===== src/rtl/bcd_pkg.sv =====
// ---------------------------------------------------------------------------
// bcd_pkg
// Shared definitions for the sequential binary-to-BCD converter:
//   state_e     - controller states (IDLE, SHIFT, DONE)
//   BCD_DIGIT_W - bits per BCD digit
//   ADD3_THRESH - digit value at or above which double-dabble adds 3
//   bcd_add3    - per-digit pre-shift correction
// ---------------------------------------------------------------------------
package bcd_pkg;

    typedef enum logic [1:0] {
        ST_IDLE  = 2'd0,
        ST_SHIFT = 2'd1,
        ST_DONE  = 2'd2
    } state_e;

    localparam int         BCD_DIGIT_W = 4;
    localparam logic [3:0] ADD3_THRESH = 4'd5;

    // A digit >= 5 would become >= 10 after the shift; adding 3 first makes
    // the shift carry into the next digit instead.
    function automatic logic [BCD_DIGIT_W-1:0] bcd_add3(input logic [BCD_DIGIT_W-1:0] digit);
        return (digit >= ADD3_THRESH) ? digit + 4'd3 : digit;
    endfunction

endpackage


===== src/rtl/bcd_dabble_step.sv =====
// ---------------------------------------------------------------------------
// bcd_dabble_step
// One combinational double-dabble iteration over the work register
// {bcd[4*DIGITS-1:0], bin[BIN_W-1:0]}: add 3 to every digit >= 5, then shift
// the whole register left by one.
// Ports:
//   i_work      - current work register
//   o_work      - work register after the iteration
//   o_carry_out - bit shifted out of the top digit (decimal overflow)
// ---------------------------------------------------------------------------
module bcd_dabble_step
    import bcd_pkg::*;
#(
    parameter int BIN_W  = 20,
    parameter int DIGITS = 6
) (
    input  logic [BCD_DIGIT_W*DIGITS+BIN_W-1:0] i_work,
    output logic [BCD_DIGIT_W*DIGITS+BIN_W-1:0] o_work,
    output logic                                o_carry_out
);

    localparam int BCD_W  = BCD_DIGIT_W * DIGITS;
    localparam int WORK_W = BCD_W + BIN_W;

    logic [WORK_W-1:0] w_adj;

    always_comb begin
        w_adj = i_work;
        for (int k = 0; k < DIGITS; k++) begin
            w_adj[BIN_W + BCD_DIGIT_W*k +: BCD_DIGIT_W] =
                bcd_add3(i_work[BIN_W + BCD_DIGIT_W*k +: BCD_DIGIT_W]);
        end
    end

    assign o_carry_out = w_adj[WORK_W-1];
    assign o_work      = {w_adj[WORK_W-2:0], 1'b0};

endmodule


===== src/rtl/bin2bcd_seq.sv =====
// ---------------------------------------------------------------------------
// bin2bcd_seq
// Multi-cycle binary-to-BCD converter, one double-dabble iteration per clock.
// Flags decimal overflow and produces a leading-zero blanking mask.
// Ports:
//   clk, rst_n          - clock, asynchronous active-low reset
//   in_valid/in_ready   - input handshake (ready only while idle)
//   in_bin              - unsigned binary value
//   out_valid/out_ready - output handshake
//   out_bcd             - packed BCD, digit 0 in bits [3:0]
//   out_blank           - 1 = digit is a leading zero (never digit 0)
//   out_ovf             - input >= 10^DIGITS; out_bcd holds value mod 10^DIGITS
// ---------------------------------------------------------------------------
module bin2bcd_seq
    import bcd_pkg::*;
#(
    parameter int BIN_W  = 20,
    parameter int DIGITS = 6
) (
    input  logic                          clk,
    input  logic                          rst_n,
    input  logic                          in_valid,
    output logic                          in_ready,
    input  logic [BIN_W-1:0]              in_bin,
    output logic                          out_valid,
    input  logic                          out_ready,
    output logic [BCD_DIGIT_W*DIGITS-1:0] out_bcd,
    output logic [DIGITS-1:0]             out_blank,
    output logic                          out_ovf
);

    localparam int BCD_W  = BCD_DIGIT_W * DIGITS;
    localparam int WORK_W = BCD_W + BIN_W;
    localparam int CNT_W  = $clog2(BIN_W + 1);

    state_e              r_state;
    logic [WORK_W-1:0]   r_work;
    logic [CNT_W-1:0]    r_cnt;
    logic                r_ovf;
    logic [BCD_W-1:0]    r_bcd;
    logic [DIGITS-1:0]   r_blank;
    logic                r_ovf_out;

    logic [WORK_W-1:0]   w_work_next;
    logic                w_carry;
    logic [BCD_W-1:0]    w_bcd_next;
    logic                w_ovf_next;
    logic [DIGITS-1:0]   w_blank_next;
    logic                w_any_nz;
    logic                w_last;

    bcd_dabble_step #(
        .BIN_W  (BIN_W),
        .DIGITS (DIGITS)
    ) u_step (
        .i_work      (r_work),
        .o_work      (w_work_next),
        .o_carry_out (w_carry)
    );

    assign w_bcd_next = w_work_next[WORK_W-1 -: BCD_W];
    assign w_ovf_next = r_ovf | w_carry;
    assign w_last     = (r_cnt == CNT_W'(1));

    // Downward prefix-OR: a digit is blank only if it and every digit above it
    // are zero. Digit 0 always shows; an overflowed value shows all digits.
    always_comb begin
        w_any_nz     = 1'b0;
        w_blank_next = '0;
        for (int k = DIGITS - 1; k >= 1; k--) begin
            w_any_nz        = w_any_nz | (|w_bcd_next[BCD_DIGIT_W*k +: BCD_DIGIT_W]);
            w_blank_next[k] = ~w_any_nz;
        end
        if (w_ovf_next) begin
            w_blank_next = '0;
        end
    end

    // Control and output registers
    always_ff @(posedge clk or negedge rst_n) begin
        if (!rst_n) begin
            r_state   <= ST_IDLE;
            r_cnt     <= '0;
            r_ovf     <= 1'b0;
            r_bcd     <= '0;
            r_blank   <= '0;
            r_ovf_out <= 1'b0;
        end else begin
            case (r_state)
                ST_IDLE: begin
                    if (in_valid) begin
                        r_cnt   <= CNT_W'(BIN_W);
                        r_ovf   <= 1'b0;
                        r_state <= ST_SHIFT;
                    end
                end
                ST_SHIFT: begin
                    r_cnt <= r_cnt - CNT_W'(1);
                    r_ovf <= w_ovf_next;
                    if (w_last) begin
                        r_bcd     <= w_bcd_next;
                        r_blank   <= w_blank_next;
                        r_ovf_out <= w_ovf_next;
                        r_state   <= ST_DONE;
                    end
                end
                ST_DONE: begin
                    if (out_ready) begin
                        r_state <= ST_IDLE;
                    end
                end
                default: r_state <= ST_IDLE;
            endcase
        end
    end

    // Work register: data only, always (re)loaded on acceptance
    always_ff @(posedge clk) begin
        if (r_state == ST_IDLE && in_valid) begin
            r_work <= {{BCD_W{1'b0}}, in_bin};
        end else if (r_state == ST_SHIFT) begin
            r_work <= w_work_next;
        end
    end

    assign in_ready  = (r_state == ST_IDLE);
    assign out_valid = (r_state == ST_DONE);
    assign out_bcd   = r_bcd;
    assign out_blank = r_blank;
    assign out_ovf   = r_ovf_out;

endmodule


===== config.mk =====
export PLATFORM = sky130hd
export DESIGN_NAME = bin2bcd_seq
export DESIGN_NICKNAME = d
export VERILOG_FILES = /design/src/rtl/bcd_pkg.sv /design/src/rtl/bcd_dabble_step.sv /design/src/rtl/bin2bcd_seq.sv
export SDC_FILE = /design/constraint.sdc
export NUM_CORES = 1
export LEC_CHECK = 0
export BUFFER_PORTS_ARGS = -buffer_cell sky130_fd_sc_hd__buf_2
export CORE_MARGIN = 2
export CORE_UTILIZATION = 28
export CTS_CLUSTER_DIAMETER = 50
export DETAILED_ROUTE_END_ITERATION = 6
export GPL_TIMING_DRIVEN = 1
export PLACE_DENSITY = 0.47
export SYNTH_ARGS = -nofsm -noshare
export SYNTH_HDL_FRONTEND = slang
export SYNTH_SLANG_ARGS = --single-unit

===== constraint.sdc =====
create_clock -name clk -period 2.6 [get_ports clk]
set_clock_uncertainty 0.1 [all_clocks]
set_input_delay 0.52 -clock clk [delete_from_list [all_inputs] [get_ports clk]]
set_output_delay 0.52 -clock clk [all_outputs]
set_load 0.005 [all_outputs]

==> results of run 1 <==
[cell type report]
type | instances | area (sq um) | share of cell area
clock buffers | 11 | 236 | 0.0520
clock inverters | 5 | 30.0 | 0.00661
inverters | 16 | 60.1 | 0.0132
multi-input cells | 285 | 1610 | 0.355
flip-flops and latches | 82 | 2030 | 0.447
well taps | 176 | 220 | 0.0484
repair buffers | 64 | 355 | 0.0782
[final timing paths]
kind	endpoint	slack, ns
max	out_blank[2]	0.36
min	out_bcd[18]	0.23
max reg2reg	out_blank[2]	0.36
min reg2reg	out_bcd[4]	0.37
max in group asynchronous	out_bcd[0]	1.60
min in group clk	r_state[1]	0.27
[power by group]
part	switching (mW)	internal, mW
combinational	1.35	0.929
sequential	0.365	1.97
clock	0.496	0.655
[registers in the layout, indices dropped and copies added, names as in the netlist]
register / cells
out_ovf: 1
out_blank: 5
r_state: 2
r_cnt: 5
r_work: 44
r_ovf: 1
out_bcd: 24
[cells in the mapped netlist, drive strengths merged, types with 9 or more instances]
master,number
edfxtp,20
ha,14
o21ai,61
clkbuf,17
nand3,24
dfxtp,24
a21oi,15
inv,16
dfrtp,38
nor3,9
nor3b,9
nand2b,9
nand2,96
[logic make-up after synthesis]
| logic type | count (synthesis) |
|---|---|
| DFF | 82 |
| AOI/OAI and AO/OA | 90 |
| adders and majority gates | 14 |
| buffers and inverters | 36 |
| muxes | 6 |
| other | 1 |
| xor gates and xnor gates | 6 |
| and+or+nand+nor | 168 |
[per-stage QoR]
| step | util | instances | hold slack (ns) | setup WS (ns) | power [mW] |
|---|---|---|---|---|---|
| floorplan | - | 403 | 0.124 | 0.619 | 3.90 |
| global placement | 0.323 | 623 | 0.355 | 0.447 | 4.61 |
| detailed placement | 0.323 | 623 | 0.361 | 0.380 | 4.68 |
| CTS | 0.343 | 639 | 0.258 | 0.343 | 5.86 |
| global route | 0.343 | 639 | 0.264 | 0.202 | 6.32 |
| finish | 0.343 | 639 | 0.230 | 0.360 | 5.76 |
[cells in the final DEF, fill, tap and decap left out, drive strengths merged, types with 3 or more instances in the layout]
master  count
nand3      24
dfrtp      38
mux2        5
edfxtp     20
o21ai      61
buf        64
clkbuf     11
and3        4
nor3b       9
nand2      96
ha         14
clkinv      4
inv        17
a21oi      15
dfxtp      24
xnor2       6
nand2b      9
a21o        3
nor3        9
nor2        7
[routing by layer]
| layer | GRT usage | part of all wire |
|---|---|---|
| met1 | 0.166 | 0.50 |
| met2 | 0.189 | 0.45 |
| met3 | 0.0377 | 0.044 |
| met4 | 0.0392 | 0.0073 |
| met5 | 0 | 0 |
==> impl_summary.log, run 1 <==
[metrics] share of Yosys cell area claimed by the top area cell type: 0.251
[metrics] fin crit period: 2.24 ns
[metrics] detailed placement HPWL: 5.84 mm
[metrics] cell area after layout: 4550 sq um
[metrics] Synth area leaders: sky130_fd_sc_hd__dfrtp_1 (25%), sky130_fd_sc_hd__edfxtp_1 (16%), sky130_fd_sc_hd__dfxtp_1 (13%)
[metrics] main combinational cell family by area after synthesis: simple AND/OR/NAND/NOR gates
[metrics] critical path class: register to register
[metrics] via count of the first global-routing pass: 2,879
[metrics] area of the core: 13,200 sq um
[metrics] maximum fanout encountered on the critical timing path: 5
[metrics] Worst path slowest cell: sky130_fd_sc_hd__nor4_4
[metrics] starting DRC count in detailed routing: 96
[metrics] post-synth cell types: 41
[metrics] final hold violation count: 0
[metrics] I/O pin total: 57
[metrics] post-CTS sizing: 0
[metrics] CTS tree: yes
[metrics] Reg-to-Reg Start: r_work[40]
[metrics] type of the most critical hold path: input pin to async pin
[metrics] Synth-to-Final Area Change: 19.9%
[metrics] synth warn: 0
[metrics] Die H: 120 microns
[metrics] post-layout net count: 496
[metrics] DRC errors left: 0
[metrics] adder-cell share of the synthesized area: 0.0462
[metrics] Synth Area in Compound Gates: 0.128
[metrics] total negative slack: 0 ns
[metrics] H-tree levels: 3
[metrics] FP Rows: 42
[metrics] setup bufs post-CTS: 0
[metrics] global-route usage over all layers: 0.123
[metrics] synthesized flop and latch total: 82
[metrics] number of sinks on the clock net: 82
[metrics] CP Launch Type: register
[metrics] most area-hungry cell type in the Yosys netlist: sky130_fd_sc_hd__dfrtp_1
[metrics] RSZ-0062 raised after global routing: false
[metrics] EDFF count, synth: 20
[metrics] total number of vias: 2,908
[metrics] Max Freq: 446 MHz
[metrics] number of nets still failing antenna checks after routing: 0
[metrics] instance area at placement: 4280 sq um
[metrics] pin count of the biggest net entering global routing: 39
[metrics] number of buffers inserted for hold repair after clock tree synthesis: 0
[metrics] share of the synthesized netlist area taken by xor and xnor gates: 0.0139
[metrics] die footprint: 14,500 sq um
[metrics] GRT Residual Overflow: 0
[metrics] leading register cell type out of synthesis: sky130_fd_sc_hd__dfrtp_1
[metrics] final worst-path cycle share: 0.862
[metrics] IR drop worst, VDD: 479 uV
[metrics] fraction of synthesized area in multiplexers: 0.0175
[metrics] arrival time reported for the critical path endpoint: 2.40 ns
[metrics] Least-Margin Pin Slew: 0.918 ns
[metrics] cells along the critical path: inv_1, ha_1, nand2b_1, a21oi_1, mux2i_1, nand3_1, nor4_4, a22o_1
[metrics] maximum cell stage delay along the critical path: 0.39 ns
[metrics] simple-gate share of the synthesized area: 0.218
[metrics] DIE WIDTH: 120 microns
[metrics] antenna diode count: 0
[metrics] proportion of register bits with asynchronous set or reset after synthesis: 0.463
[metrics] number of nets produced by synthesis: 441
[metrics] crit path launch: r_work[40]
[metrics] count of pins over their slew limit: 0
[metrics] Port Buf Inserts: 55
[metrics] Leakage: 2.09 nW
[metrics] run status: finished, final reports clean
[metrics] count of filler cells inserted in the layout: 1,395
[metrics] wire length of the first global-routing pass: 14.2 mm
[metrics] number of cells on the critical path: 8
[metrics] GPL Wtd Cong: 0.742
[metrics] endpoint kind of the worst setup timing path: register
[metrics] post-synth design cell area: 3790 sq um
[metrics] first-pass detailed-route iteration total: 4
[metrics] max-cap check violation count: 0
[metrics] final wirelength: 8.31 mm
[metrics] maximum clock insertion buffer count: 2
[metrics] total setup violations reported at the end of the flow: 0
[metrics] Gate Count Post-Synth: 403
[metrics] kind of cell adding the most delay to the critical path: simple AND/OR/NAND/NOR gates
[metrics] Worst Reg2Reg Path Length in Cells: 8
[metrics] antenna violations before repair: 0
[metrics] number of buffers created by CTS: 9
[metrics] layout cells sized above 1: 0.197
[metrics] CTS clk-pin slew, worst paths: 0.07 ns
[metrics] Buf+Inv Stages, Crit Path: 1
[metrics] Worst Path Required: 2.76 ns
[metrics] initial core utilization: 0.286
[metrics] PwrDens: 1270 nW/um^2
[metrics] Mapped Avg Cell Area: 9.41 sq um
[metrics] post-detailed-route wirelength per cell: 13.0 microns
[metrics] clock latency reported for the late side of the worst-skew pair: 0.33 ns
[metrics] root cell of the clock tree: sky130_fd_sc_hd__clkbuf_16
[metrics] sequential cell area fraction in the yosys report: 0.536
[metrics] Relative slew margins: 0.388
[metrics] average vias per placed instance: 4.55
Note: power is estimated with default switching activity, not from simulation.
==> run 2: changes to the inputs <==
==> constraint.sdc (replaced) <==
create_clock -name clk -period 2.16 [get_ports clk]
set_clock_uncertainty 0.1 [all_clocks]
set_input_delay 0.432 -clock clk [delete_from_list [all_inputs] [get_ports clk]]
set_output_delay 0.432 -clock clk [all_outputs]
set_load 0.005 [all_outputs]
==> impl_summary.log, run 2 (same netlist as run 1, synthesis figures left out) <==
[metrics] run status: finished, final reports clean
[metrics] instance area at placement: 4380 sq um (+2.4%)
[metrics] Max Freq: 486 MHz (+8.8%)
[metrics] critical path class: register to register
[metrics] root cell of the clock tree: sky130_fd_sc_hd__clkbuf_16
[metrics] number of instances in the placed design: 635 (+1.9%)
[metrics] H-tree levels: 3 (unchanged)
[metrics] total setup violations reported at the end of the flow: 0 (unchanged)
[metrics] hold path start: out_ready
[metrics] reg2reg end: out_blank[1]
[metrics] arrival time reported for the critical path endpoint: 2.18 ns (-0.22 ns)
[metrics] total number of vias: 2,931 (+0.79%)
[metrics] cell area after layout: 4760 sq um (+4.7%)
[metrics] Reg-to-Reg Start: r_work[29]
[metrics] number of sinks on the clock net: 82 (unchanged)
[metrics] total design power: 7.50 mW (+30%)
[metrics] IR drop worst, VDD: 466 uV (-2.8%)
[metrics] average vias per placed instance: 4.49 (-1.4%)
[metrics] Reg with most FFs: r_work
[metrics] final hold violation count: 0 (unchanged)
[metrics] RSZ-0062 raised after global routing: false
[metrics] number of nets still failing antenna checks after routing: 0 (unchanged)
[metrics] number of flip-flops in the largest register: 44 (unchanged)
[metrics] post-detailed-route wirelength per cell: 13.1 microns (+0.52%)
[metrics] wire length of the first global-routing pass: 14.7 mm (+3.1%)
[metrics] Port Buf Inserts: 55 (unchanged)
[metrics] CTS clk-pin slew, worst paths: 0.06 ns (about the same)
[metrics] Worst Path Required: 2.28 ns (-0.48 ns)
[metrics] Util after Layout: 0.359 (+0.0160)
[metrics] DIE WIDTH: 120 microns (unchanged)
[metrics] CP Launch Type: register
[metrics] layout cells sized above 1: 0.235 (+0.0383)
[metrics] Die H: 120 microns (unchanged)
[metrics] post-layout net count: 510 (+2.8%)
[metrics] Worst Reg2Reg Path Length in Cells: 8 (unchanged)
[metrics] final worst-path cycle share: 0.953 (+0.0916)
[metrics] post-route insts no fill: 653 (+2.2%)
[metrics] initial core utilization: 0.286 (unchanged)
[metrics] maximum fanout encountered on the critical timing path: 3 (-2)
[metrics] area of the core: 13,200 sq um (unchanged)
[metrics] worst hold path cell count: 2
[metrics] most frequent standard cell in the layout excluding fill and tap cells: sky130_fd_sc_hd__nand2_1
[metrics] pin count of the biggest net entering global routing: 43 (+10%)
[metrics] antenna violations before repair: 0 (unchanged)
[metrics] endpoint kind of the worst setup timing path: register
[metrics] maximum clock insertion buffer count: 2 (unchanged)
[metrics] most used cells in the layout excluding fill and tap cells: sky130_fd_sc_hd__nand2_1 (96), sky130_fd_sc_hd__o21ai_0 (60), sky130_fd_sc_hd__buf_2 (55)
[metrics] clock latency reported for the late side of the worst-skew pair: 0.33 ns (about the same)
[metrics] die footprint: 14,500 sq um (unchanged)
[metrics] Hold Crit Endpoint: r_state[1]
[metrics] count of pins over their slew limit: 0 (unchanged)
[metrics] number of buffers created by CTS: 9 (unchanged)
[metrics] cells along the critical path: inv_1, ha_1, nand2b_1, a21oi_2, mux2_2, and4_1, and3_1, a22o_1
[metrics] via count of the first global-routing pass: 2,979 (+3.5%)
[metrics] maximum cell stage delay along the critical path: 0.38 ns (about the same)
[metrics] fin crit period: 2.06 ns (-0.181 ns)
[metrics] antenna diode count: 0 (unchanged)
[metrics] first-pass detailed-route iteration total: 4 (unchanged)
[metrics] crit path launch: r_work[29]
[metrics] max-cap check violation count: 0 (unchanged)
[metrics] DRC errors left: 0 (unchanged)
[metrics] detailed placement HPWL: 5.97 mm (+2.1%)
[metrics] GRT Residual Overflow: 0 (unchanged)
[metrics] final wirelength: 8.54 mm (+2.7%)
[metrics] Synth-to-Final Area Change: 25.5%
[metrics] total negative slack: 0 ns (unchanged)
[metrics] CTS tree: yes
[metrics] GPL Wtd Cong: 0.737 (-0.77%)
[metrics] PwrDens: 1580 nW/um^2 (+24%)
[metrics] FP Rows: 42 (unchanged)
[metrics] Worst path slowest cell: sky130_fd_sc_hd__mux2_2
[metrics] Leakage: 2.20 nW (+4.9%)
[metrics] type of the most critical hold path: input pin to register
[metrics] global-route usage over all layers: 0.127 (+0.00367)
[metrics] reg-to-reg slack, setup: 0.10 ns (-0.26 ns)
[metrics] starting DRC count in detailed routing: 146 (+52%)
[metrics] I/O pin total: 57 (unchanged)
==> run 2: worst max path at each step <==
stage / cells after the start / slack (ns) / end
6_report: 8 / 0.10 / out_blank[1]
5_1_grt: 8 / 0.007 / out_blank[2]
4_1_cts: 8 / 0.03 / out_blank[1]
3_5_place_dp: 8 / 0.04 / out_blank[1]
3_3_place_gp: 8 / 0.13 / out_blank[1]
2_1_floorplan: 8 / 0.18 / out_blank[1]
==> run 2: layer usage <==
metal	GRT usage	wire [microns]	vias up
met5	0	0	-
met4	0.0371	89	0
met3	0.0392	419	9
met2	0.192	3770	68
met1	0.175	4260	1338
li1	-	-	1516
==> run 2: where the power goes <==
group	internal (mW)	switching (mW)	leakage, nW
Sequential	2.37	0.461	0.906
Combinational	1.34	1.70	1.13
Clock	1.03	0.598	0.163
Total	4.74	2.76	2.20
==> run 2: metrics by stage <==
stage	hold WS [ns]	setup WS (ns)
finish	0.202	0.101
detailed placement	0.320	0.0392
floorplan	0.0364	0.179
global route	0.192	0.00741
CTS	0.186	0.0291
global placement	0.321	0.131
==> run 2: area by class of cell <==
type / count / area, sq um
Clock buffer: 12 / 279
Sequential cell: 82 / 2030
Multi-Input combinational cell: 285 / 1640
Fill cell: 1390 / 8490
Timing Repair Buffer: 78 / 475
Tap cell: 176 / 220
Inverter: 16 / 60.1
Clock inverter: 4 / 45.0
==> run 2: timing repair <==
item                       in CTS  in global routing
buffers inserted                0                  1
hold buffers                    1                  0
setup endpoints to repair       0                  4
gates resized for setup         0                  8
hold endpoints to repair       38                  0
==> run 2: critical path: cells and delay by family (launching register included) <==
family | cells | cell delay [ns]
simple gates | 3 | 0.53
mux | 1 | 0.38
compound gates | 2 | 0.37
flops | 1 | 0.33
fa+ha+maj | 1 | 0.19
buf+inv | 1 | 0.06
==> run 3: changes to the inputs <==
--- a/config.mk
+++ b/config.mk
@@ -6,12 +6,14 @@
 export NUM_CORES = 1
 export LEC_CHECK = 0
 export BUFFER_PORTS_ARGS = -buffer_cell sky130_fd_sc_hd__buf_2
+export CELL_PAD_IN_SITES_DETAIL_PLACEMENT = 1
+export CELL_PAD_IN_SITES_GLOBAL_PLACEMENT = 1
 export CORE_MARGIN = 2
 export CORE_UTILIZATION = 28
 export CTS_CLUSTER_DIAMETER = 50
 export DETAILED_ROUTE_END_ITERATION = 6
 export GPL_TIMING_DRIVEN = 1
-export PLACE_DENSITY = 0.47
+export PLACE_DENSITY = 0.57
 export SYNTH_ARGS = -nofsm -noshare
 export SYNTH_HDL_FRONTEND = slang
 export SYNTH_SLANG_ARGS = --single-unit
==> impl_summary.log, run 3 (same netlist as run 1, synthesis figures left out) <==
[metrics] max-cap check violation count: 0 (unchanged)
[metrics] count of filler cells inserted in the layout: 1,560 (+12%)
[metrics] Leakage: 2.18 nW (-0.91%)
[metrics] initial core utilization: 0.286 (unchanged)
[metrics] die footprint: 14,500 sq um (unchanged)
[metrics] WL met2: 4.10 mm (+8.8%)
[metrics] GRT Residual Overflow: 0 (unchanged)
[metrics] Die H: 120 microns (unchanged)
[metrics] post-layout net count: 507 (-0.59%)
[metrics] CTS clk-pin slew, worst paths: 0.06 ns (about the same)
[metrics] post-route insts no fill: 650 (-0.46%)
[metrics] instance area at placement: 4380 sq um (about the same)
[metrics] clock latency reported for the late side of the worst-skew pair: 0.34 ns (about the same)
[metrics] top sig layer: met4
[metrics] wire length of the first global-routing pass: 15.9 mm (+8.2%)
[metrics] post-detailed-route wirelength per cell: 14.1 microns (+7.8%)
[metrics] H-tree levels: 3 (unchanged)
[metrics] Worst Path Required: 2.28 ns (about the same)
[metrics] most used cells in the layout excluding fill and tap cells: sky130_fd_sc_hd__nand2_1 (96), sky130_fd_sc_hd__o21ai_0 (60), sky130_fd_sc_hd__buf_2 (55)
[metrics] starting DRC count in detailed routing: 109 (-25%)
[metrics] average vias per placed instance: 4.62 (+2.9%)
[metrics] area of the core: 13,200 sq um (unchanged)
[metrics] GPL Wtd Cong: 0.751 (+1.9%)
[metrics] IR drop worst, VDD: 507 uV (+8.9%)
[metrics] DIE WIDTH: 120 microns (unchanged)
[metrics] arrival time reported for the critical path endpoint: 2.18 ns (about the same)
[metrics] global-route usage over all layers: 0.140 (+0.0126)
[metrics] Reg with most FFs: r_work
[metrics] I/O pin total: 57 (unchanged)
[metrics] run status: finished, final reports clean
[metrics] critical path class: register to register
[metrics] routed wl met3: 396 microns (-5.5%)
[metrics] Register Area: 2030 sq um (unchanged)
[metrics] total number of vias: 3,002 (+2.4%)
[metrics] root cell of the clock tree: sky130_fd_sc_hd__clkbuf_16
[metrics] total setup violations reported at the end of the flow: 0 (unchanged)
[metrics] number of flip-flops in the largest register: 44 (unchanged)
[metrics] via count of the first global-routing pass: 3,143 (+5.5%)
[metrics] CTS tree: yes
[metrics] maximum clock insertion buffer count: 2 (unchanged)
[metrics] count of pins over their slew limit: 0 (unchanged)
[metrics] area of the multi-input gates: 1640 sq um (about the same)
[metrics] most frequent standard cell in the layout excluding fill and tap cells: sky130_fd_sc_hd__nand2_1
[metrics] layout cells sized above 1: 0.234 (-0.000624)
[metrics] antenna violations before repair: 0 (unchanged)
[metrics] first-pass detailed-route iteration total: 4 (unchanged)
[metrics] CP Launch Type: register
[metrics] endpoint kind of the worst setup timing path: register
[metrics] FP Rows: 42 (unchanged)
[metrics] final hold violation count: 0 (unchanged)
[metrics] number of buffers created by CTS: 9 (unchanged)
[metrics] maximum fanout encountered on the critical timing path: 5 (+2)
[metrics] cell area after layout: 4730 sq um (-0.47%)
[metrics] Synth-to-Final Area Change: 24.9%
[metrics] final wirelength: 9.16 mm (+7.3%)
[metrics] PwrDens: 1580 nW/um^2 (about the same)
[metrics] DRC errors left: 0 (unchanged)
[metrics] pin count of the biggest net entering global routing: 48 (+12%)
[metrics] final worst-path cycle share: 0.954 (about the same)
[metrics] number of instances in the placed design: 633 (-0.31%)
[metrics] number of sinks on the clock net: 82 (unchanged)
[metrics] type of the most critical hold path: input pin to register
[metrics] antenna diode count: 0 (unchanged)
[metrics] Port Buf Inserts: 55 (unchanged)
[metrics] detailed placement HPWL: 6.58 mm (+10%)
[metrics] fin crit period: 2.06 ns (+0.00167 ns)
[metrics] Max Freq: 485 MHz (about the same)
[metrics] number of nets still failing antenna checks after routing: 0 (unchanged)
[metrics] routed length on met1: 4.58 mm (+7.7%)
[run 3: layer usage]
layer	global-route usage	up-vias
met5	0	-
met4	0.0349	0
met3	0.0453	6
met2	0.215	57
met1	0.190	1434
li1	-	1505
[run 3: stage by stage]
stage | setup slack (ns) | hold slack (ns) | TNS [ns] | util | power, mW
global route | -0.0118 | 0.190 | -0.0141 | 0.358 | 8.17
floorplan | 0.179 | 0.0364 | 0 | - | 4.70
CTS | 0.00341 | 0.166 | 0 | 0.355 | 7.55
finish | 0.0995 | 0.177 | 0 | 0.358 | 7.46
detailed placement | 0.0129 | 0.326 | 0 | 0.331 | 5.85
global placement | 0.0979 | 0.317 | 0 | 0.331 | 5.72
[run 3: area by class of cell]
cell class / count / area share
clock buffer: 11 / 0.0494
clock inverter: 5 / 0.0166
inverter: 16 / 0.0127
multi-input combinational: 285 / 0.347
sequential: 82 / 0.429
tap: 176 / 0.0465
timing repair buffer: 75 / 0.0983
[run 3: worst max-delay path, stage by stage, from the launching register on]
cell	delay, ns
sky130_fd_sc_hd__dfxtp_1	0.33
sky130_fd_sc_hd__inv_1	0.09
sky130_fd_sc_hd__ha_2	0.22
sky130_fd_sc_hd__nand2b_1	0.09
sky130_fd_sc_hd__a21oi_2	0.18
sky130_fd_sc_hd__mux2_2	0.37
sky130_fd_sc_hd__and4_1	0.20
sky130_fd_sc_hd__and3_1	0.16
sky130_fd_sc_hd__a22o_1	0.20
[run 3: final timing paths]
check	from	end	slack, ns	depth (start not counted)
worst max-delay path	r_work[28]	out_blank[1]	0.1	8
worst min-delay path	out_ready	r_state[1]	0.18	2
worst max register to register	r_work[28]	out_blank[1]	0.1	8
worst min register to register	out_bcd[14]	out_bcd[14]	0.37	2
max in group asynchronous	rst_n	out_bcd[8]	1.00	3
min in group asynchronous	rst_n	out_bcd[18]	0.49	2
[run 3: power by group]
part / total, mW / switching (mW) / internal, mW
clock network: 1.64 / 0.619 / 1.02
logic: 2.99 / 1.70 / 1.29
registers: 2.84 / 0.471 / 2.37
total: 7.46 / 2.79 / 4.67
[run 3: timing repair]
item                                    4_1_cts  5_1_grt
endpoints found under the setup margin        1        4
setup buffers                                 0        0
pin swaps                                     0        3
hold buffers                                  1        0
hold endpoints to repair                     17        0
resized for setup                             1        9
